--- src/rtl/add_accumulator.sv ---
// Streaming signed accumulator. Sums the beats of a frame with saturation at every
// step and presents the sum, a sticky saturation flag and a beat count at the frame end.

module CarryLookAheadAdder #(
    parameter int N = 32
) (
    input  logic [N-1:0] A,
    input  logic [N-1:0] B,
    output logic [N-1:0] Sum,
    output logic         Cout,
    output logic         Overflow
);
    logic [N-1:0] gen;
    logic [N-1:0] prop;
    logic [N:0]   carry;

    // NOTE: every variable written in always_comb gets a value before any branch or
    // loop can skip it; a path that leaves it untouched would infer a latch.
    always_comb begin
        gen   = A & B;
        prop  = A ^ B;
        carry = '0;
        for (int i = 0; i < N; i++) begin
            carry[i+1] = gen[i] | (prop[i] & carry[i]);
        end
    end

    assign Sum      = prop ^ carry[N-1:0];
    assign Cout     = carry[N];
    // Signed overflow: carry into the sign bit differs from carry out of it.
    assign Overflow = carry[N] ^ carry[N-1];
endmodule

module add_accumulator #(
    parameter int N  = 32,
    parameter int CW = 16
) (
    input  logic          clk,
    input  logic          rst_n,
    input  logic          clear,
    input  logic          in_valid,
    output logic          in_ready,
    input  logic [N-1:0]  in_data,
    input  logic          in_last,
    output logic          out_valid,
    input  logic          out_ready,
    output logic [N-1:0]  out_data,
    output logic          out_sat,
    output logic [CW-1:0] out_count
);
    typedef enum logic [1:0] {
        IDLE,
        ACCUM,
        HOLD
    } state_t;

    state_t        state;
    logic [N-1:0]  acc;
    logic          sat;
    logic [CW-1:0] count;

    logic [N-1:0]  operand;
    logic [N-1:0]  sum;
    logic [N-1:0]  sat_result;
    logic          overflow;
    logic          unused_cout;
    logic          accept;

    assign in_ready = rst_n & ~clear & (state != HOLD);
    assign accept   = in_valid & in_ready;
    assign operand  = (state == IDLE) ? '0 : acc;

    CarryLookAheadAdder #(.N(N)) u_adder (
        .A        (operand),
        .B        (in_data),
        .Sum      (sum),
        .Cout     (unused_cout),
        .Overflow (overflow)
    );

    // Overflow can only go in the direction of the addend's sign.
    always_comb begin
        sat_result = sum;
        if (overflow) begin
            sat_result = in_data[N-1] ? {1'b1, {(N-1){1'b0}}} : {1'b0, {(N-1){1'b1}}};
        end
    end

    // NOTE: state registers use non-blocking assignments so every flop samples the
    // pre-edge values regardless of statement order.
    always_ff @(posedge clk) begin
        if (!rst_n || clear) begin
            state <= IDLE;
            acc   <= '0;
            sat   <= 1'b0;
            count <= '0;
        end else begin
            case (state)
                IDLE, ACCUM: begin
                    if (accept) begin
                        acc   <= sat_result;
                        sat   <= sat | overflow;
                        if (count != '1) count <= count + 1'b1;
                        state <= in_last ? HOLD : ACCUM;
                    end
                end
                HOLD: begin
                    if (out_ready) begin
                        state <= IDLE;
                        acc   <= '0;
                        sat   <= 1'b0;
                        count <= '0;
                    end
                end
                default: state <= IDLE;
            endcase
        end
    end

    // The frame registers only change on accepted beats, so in HOLD they are stable.
    assign out_valid = (state == HOLD);
    assign out_data  = acc;
    assign out_sat   = sat;
    assign out_count = count;
endmodule

--- config.mk ---
export PLATFORM = sky130hd
export DESIGN_NAME = add_accumulator
export DESIGN_NICKNAME = d
export VERILOG_FILES = /design/src/rtl/add_accumulator.sv
export SDC_FILE = /design/constraint.sdc
export NUM_CORES = 1
export LEC_CHECK = 0
export BUFFER_PORTS_ARGS = -buffer_cell sky130_fd_sc_hd__buf_2
export CAP_MARGIN = 20
export CORE_AREA = 2 2 78 80
export CTS_BUF_LIST = sky130_fd_sc_hd__clkbuf_16
export DETAILED_ROUTE_END_ITERATION = 8
export DIE_AREA = 0 0 80 82
export HOLD_SLACK_MARGIN = 0.08
export PLACE_DENSITY_LB_ADDON = 0.12
export SLEW_MARGIN = 20
export SYNTH_ARGS = -nofsm -noshare
export SYNTH_HDL_FRONTEND = slang
export SYNTH_SLANG_ARGS = --single-unit
--- constraint.sdc ---
create_clock -name clk -period 22.4 [get_ports clk]
set_input_delay 2.24 -clock clk [delete_from_list [all_inputs] [get_ports clk]]
set_output_delay 2.24 -clock clk [all_outputs]
set_load 0.05 [all_outputs]
### Word level (Yosys, flattened, before mapping)

Index checks and enable logic that the tools add are counted.

| word-level totals | value |
|---|---|
| bits in registers | 51 |
| latch bits | 0 |
| RAM bits | 0 |
| ROM bits | 0 |
| input port bits | 38 |
| output and inout bits | 51 |
| word-level logic and storage cells | 108 |
| memories kept | 0 |

| operators by class | value |
|---|---|
| add/subtract/negate cells | 1 |
| multipliers | 0 |
| div/mod/pow operators | 0 |
| magnitude comparators | 0 |
| equality and inequality tests | 7 |
| shift-type cells | 0 |
| muxes and demuxes | 17 |
| bitwise operators | 71 |
| reduce and logical (&&, ||, !) cells | 8 |

Operators with widths:

| kind | number |
|---|---|
| 2-to-1 mux 32 bit | 5 |
| case mux 32 bit (2 select lines) | 1 |
| XOR 32 bit | 2 |
| 2-to-1 mux 16 bit | 3 |
| AND 1 bit | 34 |
| AND 32 bit | 1 |
| bitwise OR 1 bit | 32 |
| case mux 16 bit (2 select lines) | 1 |
| adder 16 x 1 -> 16 bit, second input constant | 1 |
| != test 16 bit, second input constant | 1 |
| 2-to-1 mux 2 bit | 3 |
| != test 2 bit, second input constant | 3 |
| case mux 2 bit (2 select lines) | 1 |
| AND reduction 4 bit | 1 |
| AND reduction 3 bit | 1 |
| equality test 2 x 1 -> 1 bit, second input constant | 1 |
| equality test 2 bit, second input constant | 1 |
| logical NOT 2 bit | 1 |
| 2-to-1 mux 1 bit | 2 |
| != test 2 x 1 -> 1 bit, second input constant | 1 |
| case mux 1 bit (2 select lines) | 1 |
| AND reduction 2 bit | 1 |
| nonzero test 2 bit | 1 |
| OR reduction 2 bit | 1 |
| other kinds (4) | 4 |

### Logic depth before layout (Yosys ltp)

| depth | value |
|---|---|
| depth after elaboration | 69 |
| mapped depth | 41 |

### Cells and area by module

Synthesis repeated with hierarchy kept, for this count alone.

| unflattened totals | value |
|---|---|
| cell total of the unflattened synthesis | 357 |
| area total of the unflattened synthesis | 3288.2 um^2 |

By module, submodules not included:

| module | times used | cells each | area an instance (um^2) |
|---|---|---|---|
| add_accumulator | 1 | 319 | 2627.5 |
| CarryLookAheadAdder | 1 | 38 | 660.6 |

### Worst setup path after synthesis

OpenSTA, ideal clock, no wires.

| timing path | value |
|---|---|
| path kind | input to register |
| start point | input port in_data[0] |
| end point | register acc[17], in the netlist out_data[17] |
| arrival | 15.273 ns |
| required time | 22.283 ns |
| setup slack | 7.010 ns |
| stages on the path | 38 |
| buffers on the path | 1 |
| cells stage by stage | ha_1 -> inv_1 -> fa_1 -> fa_1 -> fa_1 -> fa_1 -> fa_1 -> fa_1 -> fa_1 -> fa_1 -> fa_1 -> fa_1 -> fa_1 -> fa_1 -> fa_1 -> fa_1 -> fa_1 -> fa_1 -> [... 2 more ...] -> fa_1 -> fa_1 -> fa_1 -> fa_1 -> fa_1 -> fa_1 -> fa_1 -> fa_1 -> fa_1 -> fa_1 -> fa_1 -> fa_1 -> fa_1 -> xnor2_1 -> o21ai_0 -> clkbuf_1 -> a21oi_1 -> o22a_1 |

| on the way | value |
|---|---|
| cells in the longest elaborated chain, start to end | 67 |
| elaborated cells on any way between the ends | 68 |
| classes of those cells | mux (3); bitwise (65) |

RTL lines:

| element | line | source |
|---|---|---|
| from (decl) | 43 | `input logic [N-1:0] in_data,` |
| AND 32 bit (*) | 20 | `gen = A & B;` |
| AND 1 bit (*) | 24 | `carry[i+1] = gen[i] \| (prop[i] & carry[i]);` |
| bitwise OR 1 bit (*) | 24 |  |
| AND 1 bit (*) | 24 |  |
| bitwise OR 1 bit (*) | 24 |  |
| AND 1 bit (*) | 24 |  |
| bitwise OR 1 bit (*) | 24 |  |
| AND 1 bit (*) | 24 |  |
| [... 51 more ...] | n/a |  |
| AND 1 bit | 24 |  |
| bitwise OR 1 bit | 24 |  |
| AND 1 bit | 24 |  |
| bitwise OR 1 bit | 24 |  |
| XOR 1 bit | 31 | `assign Overflow = carry[N] ^ carry[N-1];` |
| 2-to-1 mux 32 bit (*) | 84 | `if (overflow) begin` |
| 2-to-1 mux 32 bit (*) | 100 | `if (accept) begin` |
| case mux 32 bit (2 select lines) (*) | 98 | `case (state)` |
| to (signal assigned) | 101 | `acc <= sat_result;` |
| to (decl) | 58 | `logic [N-1:0] acc;` |

Mark *: on every way between the ends. The rest lies on a longest branch, timed or not. The select of a mux whose other input is x is not followed.
A chain may end at the register's enable or synchronous reset.

### Worst setup path after layout

| timing path | value |
|---|---|
| start point | input port in_data[0] |
| end point | register acc[27], in the netlist out_data[27] |

| on the way | value |
|---|---|
| cells in the longest elaborated chain, start to end | 67 |
| elaborated cells on any way between the ends | 68 |
| classes of those cells | mux (3); bitwise (65) |

RTL lines:

| element | line |
|---|---|
| AND 32 bit (*) | 20 |
| AND 1 bit (*) | 24 |
| bitwise OR 1 bit (*) | 24 |
| AND 1 bit (*) | 24 |
| bitwise OR 1 bit (*) | 24 |
| AND 1 bit (*) | 24 |
| bitwise OR 1 bit (*) | 24 |
| AND 1 bit (*) | 24 |
| [... 51 more ...] | n/a |
| AND 1 bit | 24 |
| bitwise OR 1 bit | 24 |
| AND 1 bit | 24 |
| bitwise OR 1 bit | 24 |
| XOR 1 bit | 31 |
| 2-to-1 mux 32 bit (*) | 84 |
| 2-to-1 mux 32 bit (*) | 100 |
| case mux 32 bit (2 select lines) (*) | 98 |

Marked as above.

==> reports/metrics.csv <==
metric,value,unit
cts_tree,yes,
die_area,0.006560,mm^2
worstMarginPinSlew,781.2,ps
final_cell_mix,"buf_2 (88), dfxtp_1 (51), nand2_1 (42)",
ys_warn_count,0,
drcViolationCount,0,
fin_area,0.003775,mm^2
drv_slew,0,
ir_drop,31.95,uV
worst_path_dominant_cell_family,adder cells,
antennaDiodeCount,0,
critPathBufInv,2,
critPathSlowestCell,o21ai_4,
powerDensity,57.34,mW/mm^2
intPower,0.1567,mW
nFillCells,512,
synth_top_area_cell,dfxtp_1,
critPathMaxStageDelay,620,ps
finalNonFillerCells,496,
netlist_area,0.003128,mm^2
finalWirelength,7269,um
first_iter_violations,133,
arrival,16000,ps
max_freq,63.21,MHz
cts_buffers,5,
core_area,0.005746,mm^2
synth_seq_cells,51,
seq_area_frac_synth,0.3264,
htreeDepth,2,
start_util,0.5444,
end_kind,register,
syn-instance-count,344,
syn_area_per_cell,9.093,um^2
io_pins,89,
vias_per_cell,5.581,
fin_setup_tns,0,ps
path_clk_slew,60,ps
drtAntennaViolNets,0,
layout_commonest_cell,buf_2,
power_frac_clock,0.392,
maxSlewHeadroom,0.4752,
power.leakage,1.821,nW
num_rows,28,
gp_congestion,0.8339,
clock_latency,290,ps
required,22580,ps
hp-class,register to register,
finalClockSkew,4.534,ps
die_w,80,um
dpl_cell_area,0.003611,mm^2
cts_resized,0,
dp.cells,488,
path_max_fanout,31,
switching_share,0.2760,
fin_crit_sh,0.7063,
finalSetupViolations,0,
grt_pass1_vias,2523,
fin_hold_ws,485.8,ps
crit_top_cell,fa_1,
synthFlopType,dfxtp_1,
p_total,0.2164,mW
grt_remaining_overflow,0,
cts.sinks,51,
timing.max_cap.violations,0,
dp_hpwl,5239,um
outcome,"complete, no violations",
syn_nets,416,
netlist.area_leader.share,0.3264,
grt_max_degree,40,
path_class,input pin to register,
clk_path_buf_depth,2,
yosys-top-cells-area,"dfxtp_1 (33%), fa_1 (20%), o22a_1 (8.7%), a21oi_1 (6.4%), nand2_1 (5.0%)",
areaGrowthSynthToFinish,20.68,%
grt_pass1_wl,11900,um
rr_worst_depth,39,
cp.depth,38,
post-route-min-period,15820,ps
crit_path_start_kind,input pin,
rsz0062_at_grt,false,
cts_root_buf,clkbuf_16,
hold_path_depth,1,
drt_pre_antenna_iters,5,
p_seq_frac,0.443,
grt_usage,0.2298,
p_sw,0.05974,mW
vias,2768,
layout-drive-gt1-share,0.2660,
antenna_found_initial,0,
nets,492,
synthArstFlopShare,0,
die_y,82,um
cts_hold_buf,0,
synth_cell_types,47,
portBuffers,88,
routedWlPerCell,14.66,um
synth_edf_count,0,
hold_viol_final,0,
p_comb_frac,0.164,
post_cts.repair.setup_buffers,0,
[final cells by class]
type | instances | area [um^2] | share of cell area
clock buffers | 5 | 125.1 | 0.03315
multi-input cells | 233 | 1887 | 0.4998
repair buffers | 92 | 470.5 | 0.1246
clock inverters | 3 | 38.79 | 0.01028
well taps | 75 | 93.84 | 0.02486
flip-flops and latches | 51 | 1021 | 0.2705
inverters | 37 | 138.9 | 0.03679
[routing by layer]
metal / vias to the layer above / global-route usage / routed length, um
met5: - / 0 / 0
met4: 0 / 0.04068 / 72
met3: 8 / 0.03736 / 445
met2: 101 / 0.3808 / 3471
met1: 1308 / 0.3228 / 3279
li1: 1351 / - / -
[worst register-to-register path, delay by kind of cell, from the launching register on]
family / cells / cell delay (ps)
compound gates: 3 / 940
fa+ha+maj: 32 / 12510
simple gates: 2 / 730
xor+xnor: 1 / 180
flops: 1 / 400
buf+inv: 1 / 50
[power by group through the flow]
stage,sequential (mW),combinational (mW),clock [mW]
final,0.0960,0.0356,0.0849
after global routing,0.0964,0.0390,0.0897
after CTS,0.0960,0.0359,0.0872
after detailed placement,0.0980,0.0357,0
after global placement,0.0979,0.0354,0
after floorplan,0.107,0.0161,0
[path summary, 6_finish.rpt]
path	from	to	slack (ps)
setup / recovery	in_data[0]	out_data[27]$_SDFFE_PP0P_	6580
hold reg to reg	out_sat$_SDFFE_PP0P_	out_sat$_SDFFE_PP0P_	490
hold / removal	out_sat$_SDFFE_PP0P_	out_sat$_SDFFE_PP0P_	490
setup reg to reg	state[1]$_SDFFE_PP0P_	out_data[27]$_SDFFE_PP0P_	7480
[cells by family (layout without fill, tap and decap cells)]
| family | after synthesis | in the layout | share of synthesized area |
|---|---|---|---|
| adder cells (fa/ha/maj) | 34 | 34 | 0.2128 |
| AO/OA/AOI/OAI | 104 | 104 | 0.2316 |
| buffers and inverters | 60 | 137 | 0.07720 |
| AND/OR/NAND/NOR | 94 | 94 | 0.1492 |
| XOR/XNOR | 1 | 1 | 0.002801 |
| flip-flops | 51 | 51 | 0.3264 |
[cells in the mapped netlist, drive strengths merged (2+ instances only)]
library cell / count
nand2b: 2
nand4: 9
or4: 2
a311oi: 2
inv: 37
buf: 7
and4: 2
fa: 32
and3: 3
nand3: 14
o211ai: 4
nor2: 7
dfxtp: 51
or2: 2
o22a: 31
clkbuf: 16
a31oi: 3
a21oi: 41
a41oi: 2
nor2b: 3
ha: 2
nor3: 3
o31ai: 2
nand2: 42
o21ai: 11
[metrics by stage]
step | util | worst slack (ps)
floorplan | - | 7010
global placement | 0.6272 | 6204
detailed placement | 0.6285 | 6298
CTS | 0.6570 | 6566
global route | 0.6570 | 6124
finish | 0.6570 | 6580
[flip-flops by register name (all words and copies together), names as in the netlist]
register	count
out_count	16
out_data	32
state	2
out_sat	1
(Power assumes the default switching activity.)
